===== src/rtl/cs2fifoc.sv =====
// Packet framer: header, nine snapshotted payload bytes, zero pad and 8-bit checksum into a TX FIFO.
// First write two cycles after fs is seen in IDLE; writes stall (counter and checksum hold) while fifoc_full.
module cs2fifoc #(
   parameter logic [15:0] HEAD    = 16'h55AA,
   parameter logic [11:0] MAX_LEN = 12'd32
) (
   input  logic        clk,
   input  logic        rst,
   input  logic        fs,
   output logic        fd,
   input  logic [11:0] data_len,
   input  logic [7:0]  kind_dev,
   input  logic [7:0]  info_sr,
   input  logic [7:0]  cmd_filt,
   input  logic [7:0]  cmd_mix0,
   input  logic [7:0]  cmd_reg4,
   input  logic [7:0]  cmd_reg5,
   input  logic [7:0]  cmd_reg6,
   input  logic [7:0]  cmd_reg7,
   input  logic [7:0]  cmd_mix1,
   input  logic        fifoc_full,
   output logic        fifoc_txen,
   output logic [7:0]  fifoc_txd,
   output logic        err,
   output logic [7:0]  so
);

   typedef enum logic [7:0] {
      IDLE = 8'h00,
      PREP = 8'h01,
      WORK = 8'h03,
      LAST = 8'h0F
   } state_t;

   state_t      state;
   logic [11:0] len_q;
   logic [11:0] cnt;
   logic [7:0]  csum;
   logic [7:0]  pay_q [9];
   logic [7:0]  byte_d;
   logic        len_ok;
   logic        last_byte;

   assign len_ok     = (data_len >= 12'd12) && (data_len <= MAX_LEN);
   assign last_byte  = (cnt == len_q - 12'd1);
   assign fifoc_txen = (state == WORK) && !fifoc_full;
   assign fifoc_txd  = (state == WORK) ? byte_d : 8'h00;
   assign fd         = (state == LAST);
   assign so         = state;

   // Legal lengths are >= 12, so the checksum slot never overlaps header or payload.
   always_comb begin
      byte_d = 8'h00;
      if (last_byte) begin
         byte_d = csum;
      end else if (cnt <= 12'd10) begin
         case (cnt[3:0])
            4'd0:    byte_d = HEAD[15:8];
            4'd1:    byte_d = HEAD[7:0];
            4'd2:    byte_d = pay_q[0];
            4'd3:    byte_d = pay_q[1];
            4'd4:    byte_d = pay_q[2];
            4'd5:    byte_d = pay_q[3];
            4'd6:    byte_d = pay_q[4];
            4'd7:    byte_d = pay_q[5];
            4'd8:    byte_d = pay_q[6];
            4'd9:    byte_d = pay_q[7];
            4'd10:   byte_d = pay_q[8];
            default: byte_d = 8'h00;
         endcase
      end
   end

   always_ff @(posedge clk) begin
      if (!rst) begin
         state <= IDLE;
         len_q <= '0;
         cnt   <= '0;
         csum  <= '0;
         err   <= 1'b0;
         for (int k = 0; k < 9; k++) pay_q[k] <= '0;
      end else begin
         case (state)
            IDLE: begin
               if (fs) state <= PREP;
            end
            PREP: begin
               len_q    <= data_len;
               pay_q[0] <= kind_dev;
               pay_q[1] <= info_sr;
               pay_q[2] <= cmd_filt;
               pay_q[3] <= cmd_mix0;
               pay_q[4] <= cmd_reg4;
               pay_q[5] <= cmd_reg5;
               pay_q[6] <= cmd_reg6;
               pay_q[7] <= cmd_reg7;
               pay_q[8] <= cmd_mix1;
               cnt      <= '0;
               csum     <= '0;
               err      <= !len_ok;
               state    <= len_ok ? WORK : LAST;
            end
            WORK: begin
               if (fifoc_txen) begin
                  if (last_byte) begin
                     state <= LAST;
                  end else begin
                     cnt <= cnt + 12'd1;
                     if (cnt >= 12'd2) csum <= csum + byte_d;
                  end
               end
            end
            LAST: begin
               if (!fs) state <= IDLE;
            end
            default: state <= IDLE;
         endcase
      end
   end

endmodule


===== config.mk =====
export PLATFORM = sky130hd
export DESIGN_NAME = cs2fifoc
export DESIGN_NICKNAME = d
export VERILOG_FILES = /design/src/rtl/cs2fifoc.sv
export SDC_FILE = /design/constraint.sdc
export NUM_CORES = 1
export LEC_CHECK = 0
export ABC_AREA = 0
export ABC_CLOCK_PERIOD_IN_PS = 4600
export BUFFER_PORTS_ARGS = -buffer_cell sky130_fd_sc_hd__buf_2
export CORE_MARGIN = 5
export CORE_UTILIZATION = 45
export CTS_CLUSTER_SIZE = 25
export DETAILED_ROUTE_END_ITERATION = 16
export PLACE_DENSITY = 0.69
export RECOVER_POWER = 100
export SETUP_SLACK_MARGIN = 0.1
export SLEW_MARGIN = 20
export SYNTH_ARGS = -nofsm -noshare
export SYNTH_HDL_FRONTEND = slang
export SYNTH_SLANG_ARGS = --single-unit

===== constraint.sdc =====
create_clock -name clk -period 4.6 [get_ports clk]
set_clock_uncertainty 0.2 [all_clocks]
set_input_delay 0.92 -clock clk [delete_from_list [all_inputs] [get_ports clk]]
set_output_delay 0.92 -clock clk [all_outputs]
set_load 0.03 [all_outputs]

==> impl_metrics.tcl <==
set metrics [dict create \
    status "finished with violations" \
    violations "max-capacitance violations, max-slew violations" \
    slew_headroom_pct -52.5 \
    preCtsSetupSlack_ps 185 \
    slew_viol_final 78 \
    setup_tns_ps 0 \
    drt-vias-per-instance 5.72 \
    grt_overflow 0 \
    crit_top_cell "nor2b_1" \
    clkSlewWorstSetupHoldPaths_ps 70 \
    power_mw 2.24 \
    synthFlopType "edfxtp_1" \
    crit_path_end_kind "output port" \
    globalplace.congestion 0.908 \
    max_freq_ghz 0.231 \
    drive_gt1_share_pct 21.9 \
    antenna_found_initial 0 \
    p_int_mw 1.65 \
    boundaryPins 107 \
    grt_pass1_vias 4822 \
    arrival_ps 3210 \
    post-route-drc-count 0 \
    grt_first_pass_wirelength_um 24000 \
    vdd_drop_max_mv 0.205 \
    yosysWarnings 0 \
    finalHoldViolations 0 \
    cts_setup_buffers 0 \
    cts_tree "built" \
    die_area_mm2 0.0156 \
    period_minus_slack_ps 4330 \
    numCtsBuffers 9 \
    crit_buf_inv 3 \
    synth_seq_cells 108 \
    leakage_nw 2.87 \
    core_area_mm2 0.0131 \
    pwr-share-seq_pct 51.2 \
    cts_root_buffer "clkbuf_16" \
    grt_use_total_pct 18.8 \
    cpPeakStageDelay_ps 410 \
    num_vias 4838 \
    placementRows 42 \
    p_switching_uw 587 \
    start_kind "flop" \
    antennaDiodeCount 0 \
    synth_enable_flop_cells 72 \
    die-width_um 125 \
    yosys-top-cells-area "edfxtp_1 (36%), dfxtp_1 (12%), and3_1 (8.1%), nand2_1 (3.7%), a21oi_1 (2.6%)" \
    period_share_pct 94.1 \
    synth_cell_type_count 70 \
    ctsResizeCount 0 \
    setup_ws_ps 270 \
    grt_max_degree 94 \
    ant_nets 0 \
    cts_sinks 108 \
    crit_path_cell_trace "inv_1 > ha_1 > nor2b_1 > or3_1 > a31oi_2 > o211ai_4 > nor3_4 > buf_4 > mux2i_1 > nor2b_1 > clkbuf_1" \
    htreeDepth 3 \
    holdBufCountCts 0 \
    setup_viol 0 \
    synthCells 579 \
    synth_top_area_share_pct 36.4 \
    dp_cells 830 \
    tightest_slew_ps 2290 \
    dieHeight_um 125 \
    pwr-share-comb_pct 13.7 \
    fin_cells 846 \
    synth_top_area_cell "edfxtp_1" \
    maxCapViolCount 1 \
    slowest_stage "or3_1" \
    ys_async_sr_fraction_pct 0 \
    dp_hpwl_um 10700 \
    cts_buffer_depth 2 \
    finalNetCount 766 \
    hp-class "flop to flop" \
    clk_latency_ps 350 \
    first_pass_iters 6 \
    powerDensity_mw_per_mm2 325 \
    crit_required_ps 3480 \
    sw_frac_of_total_pct 26.2 \
    port_buffers 102 \
    rsz0062_at_grt "no" \
    wire_per_inst_um 17.5 \
    syn2layout_area_growth_pct 15.8 \
    holdWs_ps 280 \
    path_delay_family "simple AND/OR/NAND/NOR gates" \
    p_clk_share_pct 35.0 \
    synth.avg_cell_area_um2 10.3 \
    drt_iter0_markers 521 \
    cp_max_fo 9 \
    routed_wl_um 14800 \
    start_util_pct 45.4 \
    crit_type "flop to output port" \
    syn_area_mm2 0.00594 \
    synth-seq-area-share_pct 48.5 \
]
## through the flow
step                      utilization (%)  cell area [µm²]
after detailed placement             50.6             6620
after global routing                 52.6             6880
after global placement               50.6             6620
after floorplan                         -             5960
final                                52.6             6880
after CTS                            52.9             6920
## logic make-up after synthesis
family,Yosys count,synth area share (%)
XOR/XNOR,21,3.09
AO/OA/AOI/OAI,118,15.3
flip-flops,108,48.5
buffers and inverters,71,4.90
AND/OR/NAND/NOR,231,22.5
other,1,0.0631
adder cells (fa/ha/maj),13,2.86
multiplexers,16,2.80
## registers in the layout, indices dropped and copies added (netlist names)
register	flops
csum	8
so	3
len_q	12
pay_q	72
err	1
cnt	12
## Yosys cell counts (5+ instances only)
library cell and n:
a211oi_1 7, a21oi_1 31, a222oi_1 11, a22oi_1 11, and3_1 77, buf_4 6, clkbuf_1 39, dfxtp_1 36
edfxtp_1 72, ha_1 12, inv_1 23, mux2i_1 14, nand2_1 59, nand3_1 9, nand4_1 10, nor2_1 21
nor2b_1 8, nor3_1 6, nor4_1 5, o21ai_0 14, o22ai_1 5, or3_1 8, xnor2_1 12, xor2_1 9
## power by group through the flow
stage	logic (mW)	registers, mW	clock network, mW
4_1_cts	0.311	1.15	0.799
5_1_grt	0.340	1.15	0.841
3_3_place_gp	0.301	1.17	0
3_5_place_dp	0.309	1.17	0
2_1_floorplan	0.215	1.16	0
6_report	0.307	1.15	0.785
## layout by cell type (no fill, tap or decap), drive strengths merged, types with 10 or more instances in the layout
cell type	instances
nand2	60
inv	25
mux2i	14
nor2	22
ha	12
edfxtp	72
a22oi	11
o21ai	14
xnor2	12
clkbuf	28
and3	77
dfxtp	36
buf	101
a21oi	32
a222oi	11
nand4	10
## final timing paths
path	slack, ps	startpoint	cells after the start	end
worst max-delay path	270	len_q[0]	11	fifoc_txd[5]
worst min-delay path	280	csum[7]	1	csum[7]
worst max register to register	340	len_q[0]	15	csum[7]
worst min register to register	280	csum[7]	1	csum[7]
## routing by layer
layer,track usage [%],part of all wire (%)
met1,25.5,45
met2,30.2,48
met3,4.39,5.7
met4,5.55,1.5
met5,0,0
## layout make-up
cell class / instances / area, µm²
Fill cell: 1207 / 6200
Sequential cell: 108 / 2890
Multi-Input combinational cell: 403 / 2780
Timing Repair Buffer: 120 / 616
Clock buffer: 9 / 225
Tap cell: 176 / 220
Inverter: 23 / 86.3
Clock inverter: 7 / 75.1
(Power assumes the default switching activity.)
